<file path="src/rtl/riscv_ifq.sv">
// riscv_ifq: circular instruction queue between fetch and decode.
// Define RISCV_IFQ_PERF_EN to enable the fetch stall cycle counter.
module riscv_ifq #(
  parameter int DEPTH = 4
) (
  input  logic                       clock,
  input  logic                       reset,
  input  logic                       ifu_vld,
  input  logic [31:0]                ifu_pc,
  input  logic [31:0]                ifu_instr,
  output logic                       ifu_rdy,
  input  logic                       flush,
  input  logic                       idu_rdy,
  output logic                       ifq_vld,
  output logic [31:0]                ifq_pc,
  output logic [31:0]                ifq_instr,
  output logic [$clog2(DEPTH):0]     ifq_count,
  output logic [31:0]                ifq_stall_cnt
);

  localparam int PW = $clog2(DEPTH);
  localparam int CW = PW + 1;
  localparam logic [CW-1:0] FULL = CW'(DEPTH);
  localparam logic [PW-1:0] LAST = PW'(DEPTH - 1);

  typedef struct packed {
    logic [31:0] pc;
    logic [31:0] instr;
  } entry_t;

  entry_t          mem [DEPTH];
  logic [PW-1:0]   head;
  logic [PW-1:0]   tail;
  logic [CW-1:0]   count;
  logic            push;
  logic            pop;
  entry_t          head_q;

  function automatic logic [PW-1:0] nxt(input logic [PW-1:0] p);
    return (p == LAST) ? '0 : p + 1'b1;
  endfunction

  assign ifu_rdy   = (count != FULL);
  assign ifq_vld   = (count != '0);
  assign ifq_count = count;

  assign push = ifu_vld && ifu_rdy && !flush;
  assign pop  = ifq_vld && idu_rdy && !flush;

  // Head data is gated so decode sees zeros whenever nothing is valid.
  assign head_q    = mem[head];
  assign ifq_pc    = ifq_vld ? head_q.pc    : 32'h0;
  assign ifq_instr = ifq_vld ? head_q.instr : 32'h0;

  always_ff @(posedge clock) begin
    if (push) begin
      mem[tail] <= '{pc: ifu_pc, instr: ifu_instr};
    end
  end

  always_ff @(posedge clock) begin
    if (reset || flush) begin
      head  <= '0;
      tail  <= '0;
      count <= '0;
    end else begin
      if (push) tail <= nxt(tail);
      if (pop)  head <= nxt(head);
      unique case ({push, pop})
        2'b10:   count <= count + 1'b1;
        2'b01:   count <= count - 1'b1;
        default: count <= count;
      endcase
    end
  end

`ifdef RISCV_IFQ_PERF_EN
  logic [31:0] stall_q;

  always_ff @(posedge clock) begin
    if (reset) begin
      stall_q <= '0;
    end else if (ifu_vld && !ifu_rdy && stall_q != 32'hFFFF_FFFF) begin
      stall_q <= stall_q + 32'd1;
    end
  end

  assign ifq_stall_cnt = stall_q;
`else
  assign ifq_stall_cnt = 32'h0;
`endif

endmodule
</file>
<file path="config.mk">
export PLATFORM = sky130hd
export DESIGN_NAME = riscv_ifq
export DESIGN_NICKNAME = d
export VERILOG_FILES = /design/src/rtl/riscv_ifq.sv
export SDC_FILE = /design/constraint.sdc
export NUM_CORES = 1
export LEC_CHECK = 0
export BUFFER_PORTS_ARGS = -buffer_cell sky130_fd_sc_hd__buf_2
export CORE_MARGIN = 2
export CORE_UTILIZATION = 40
export CTS_CLUSTER_DIAMETER = 150
export CTS_CLUSTER_SIZE = 12
export DETAILED_ROUTE_END_ITERATION = 8
export SETUP_SLACK_MARGIN = 0.5
export SKIP_LAST_GASP = 1
export SYNTH_ARGS = -nofsm -noshare
export SYNTH_HDL_FRONTEND = slang
export SYNTH_SLANG_ARGS = --single-unit
export TNS_END_PERCENT = 100
</file>
<file path="constraint.sdc">
create_clock -name clock -period 5.9 [get_ports clock]
set_input_delay 0 -clock clock [delete_from_list [all_inputs] [get_ports clock]]
set_output_delay 0 -clock clock [all_outputs]
set_load 0.05 [all_outputs]
</file>
==> qor.csv <==
stage;metric;value;unit
run_status;outcome;complete, no violations;
cells_and_area;final_nets;783;
global_routing;grt_pass1_wl;30.9;mm
floorplanning;chipWidth;166;um
floorplanning;die-area;0.0275;mm2
cells_and_area;final_cells;1052;
cells_and_area;area_delta_synth_final;21.4;%
setup_path;rr_startpoint;ifq_count[2]$_SDFFE_PP0P_;
floorplanning;dieHeight;166;um
job;cap_violations;0;
cells_and_area;antenna_cells;0;
setup_path;cp_max_fo;33;
drt;finalWirelength;19.7;mm
clocking;root_buffer;clkbuf_16;
setup_path;slowest_delay;0.80;ns
setup_path;cp-end-kind;primary output;
clocking;clk_latency;0.52;ns
min_path;hold_path_class;in2reg;
synthesis;synth_async_sr_flop_share;0;
sta;fin_tns_setup;0;ns
drt;postRouteAntennaNets;0;
synthesis;synth_area_leaders;edfxtp_1, mux4_2, and2_1, buf_4, dfxtp_1;
power;ir_drop;0.000204;V
global_routing;track_usage;0.143;
clocking;clk_pin_slew;0.06;ns
clocking;numCtsBuffers;26;
floorplanning;ios;170;
setup_path;start_kind;flop;
sta;min_period;3.04;ns
sta;hold_viol;0;
synthesis;yosys.area.top_type;edfxtp_1;
synthesis;yosysSeqAreaShare;0.750;
cells_and_area;fillCellCount;2155;
sta;maxSlewViolCount;0;
synthesis;ys.flop_type;edfxtp_1;
place;place_hpwl;10.8;mm
global_routing;grt_max_degree;65;
setup_path;r2r_end;ifq_count[2]$_SDFFE_PP0P_;
sta;tightest_slew;1.08;ns
drt;vias;5139;
floorplanning;core;0.0259;mm2
setup_path;cp_cell_sequence;buf_4, mux4_1, and2_1, buf_2;
sta;rsz0062_at_grt;false;
drt;vias_per_cell;4.88;
power;p_per_area;300;mW/mm2
clocking;cts_max_level;1;
synthesis;yosys_warnings;0;
drt;wl_per_cell;18.7;um
place;io_buffers;137;
setup_path;cp.depth;4;
setup_path;critPathBufInv;2;
setup_path;arrival;3.04;ns
place;gp_congestion;0.688;
sta;setup_violations;0;
synthesis;synth_commonest_cells;edfxtp_1, and2_1, mux4_2;
synthesis;synthDistinctLibCells;30;
setup_path;critical_path_class;reg2out;
clocking;clockBufferDepth;3;
setup_path;slowest_stage;dfxtp_4;
setup_path;crit_family;buffers and inverters;
synthesis;synth_cells;494;
synthesis;synth.most_common_cell;edfxtp_1;
synthesis;synthesis.area;0.0105;mm2
place;numPlacedInstances;944;
setup_path;rr_worst_depth;9;
min_path;whs_path_depth;4;
sta;post-route-period-util;0.515;
floorplanning;placementRows;59;
clocking;cts-resized-gates;0;
clocking;cts_setup_buffers;0;
clocking;cts_tree;done;
setup_path;rrSetupSlack;3.37;ns
sta;max_freq;329;MHz
power;p_leak;0.00445;uW
sta;fin_skew;0.0172;ns
clocking;cts_num_sinks;265;
setup_path;endpoint;ifq_instr[31];
synthesis;ys_ff_latch;265;
drt;drt_first_iter_violations;339;
global_routing;overflow;0;
floorplanning;initial_utilization;0.405;
setup_path;crit_required;5.90;ns
synthesis;synth_edf_count;256;
global_routing;grt_antenna_before_repair;0;
drt;drc;0;
global_routing;grt_pass1_vias;5657;
synthesis;syn_area_per_cell;21.2;um2
sta;timing.slew.headroom;0.281;
synthesis;yosysTopAreaCellShare;0.733;
cells_and_area;drive_above_1_share;0.332;
drt;dr.pass1.iters;4;
==> final cells by class <==
class	instances	area [um2]	area share
Inverter	6	22.5	0.00177
Multi-Input combinational cell	199	2290	0.180
Clock inverter	1	11.3	0.000884
Clock buffer	37	713	0.0560
Tap cell	335	419	0.0329
Sequential cell	265	7880	0.619
Timing Repair Buffer	209	1400	0.110
==> worst min-delay path by stage <==
stage | startpoint | endpoint | slack (ns)
after floorplan | ifu_instr[0] | mem[0][0]$_DFFE_PP_ | 0.1
after global placement | ifu_instr[31] | mem[2][31]$_DFFE_PP_ | 0.21
after detailed placement | ifu_pc[11] | mem[1][43]$_DFFE_PP_ | 0.22
after CTS | ifu_vld | tail[0]$_SDFFE_PP0P_ | 0.01
after global routing | ifu_vld | tail[0]$_SDFFE_PP0P_ | 0.08
final | ifu_vld | tail[0]$_SDFFE_PP0P_ | 0.06
==> placed cells by master, fill, tap and decap left out, drive strengths merged, types with 4 or more instances in the layout <==
master / n
conb: 32
clkbuf: 37
dlygate4sd3: 70
and2: 65
edfxtp: 256
mux4: 64
inv: 7
nor2: 6
dfxtp: 9
ha: 6
buf: 139
and3: 4
==> metal layers <==
layer,part of all wire,track usage,vias to the layer above
met5,0,0,-
met4,0.020,0.0336,0
met3,0.049,0.0281,28
met2,0.50,0.251,156
met1,0.43,0.185,2636
li1,-,-,2319
==> timing repair <==
item,in CTS,in global routing
endpoints found under the hold margin,265,0
setup endpoints to repair,0,0
hold buffers,70,0
==> power by group <==
part / total [uW] / leakage, uW / internal [uW] / switching [uW]
combinational: 257 / 0.00170 / 89.0 / 168
sequential: 2100 / 0.00240 / 2090 / 8.01
clock: 1460 / 0.000351 / 829 / 634
==> state kept, by name, indices dropped and copies added, names as in the netlist, named ones only <==
signal     flops
mem          256
ifq_count      3
head           2
tail           2
==> through the flow <==
step	total power [uW]	worst slack, ns	instance area, um2	hold slack [ns]	utilization
6_report	3820	2.86	12700	0.0573	0.491
3_3_place_gp	2360	3.28	11300	0.208	0.436
2_1_floorplan	2310	2.67	10600	0.0989	-
5_1_grt	3950	2.58	12700	0.0772	0.491
3_5_place_dp	2360	3.28	11300	0.216	0.436
4_1_cts	3870	2.70	12700	0.0113	0.491
==> worst register-to-register path, stage by stage, from the launching register on <==
cell	delay, ns
dfxtp_1	0.40
or3b_1	0.52
and2_4	0.21
inv_1	0.05
ha_1	0.18
inv_1	0.07
fa_1	0.38
xor2_1	0.17
or3_1	0.33
a21oi_1	0.14
==> logic make-up (layout without fill, tap and decap cells) <==
logic type	Yosys count	after routing	synth area share
compound gates	8	8	0.00549
xor+xnor	2	2	0.00167
fa+ha+maj	7	7	0.00907
buf+inv	61	253	0.0443
flops	265	265	0.750
mux	64	64	0.139
other cells	1	32	0.000358
simple gates	86	86	0.0498
No activity file was read; power rests on OpenSTA's default activity.
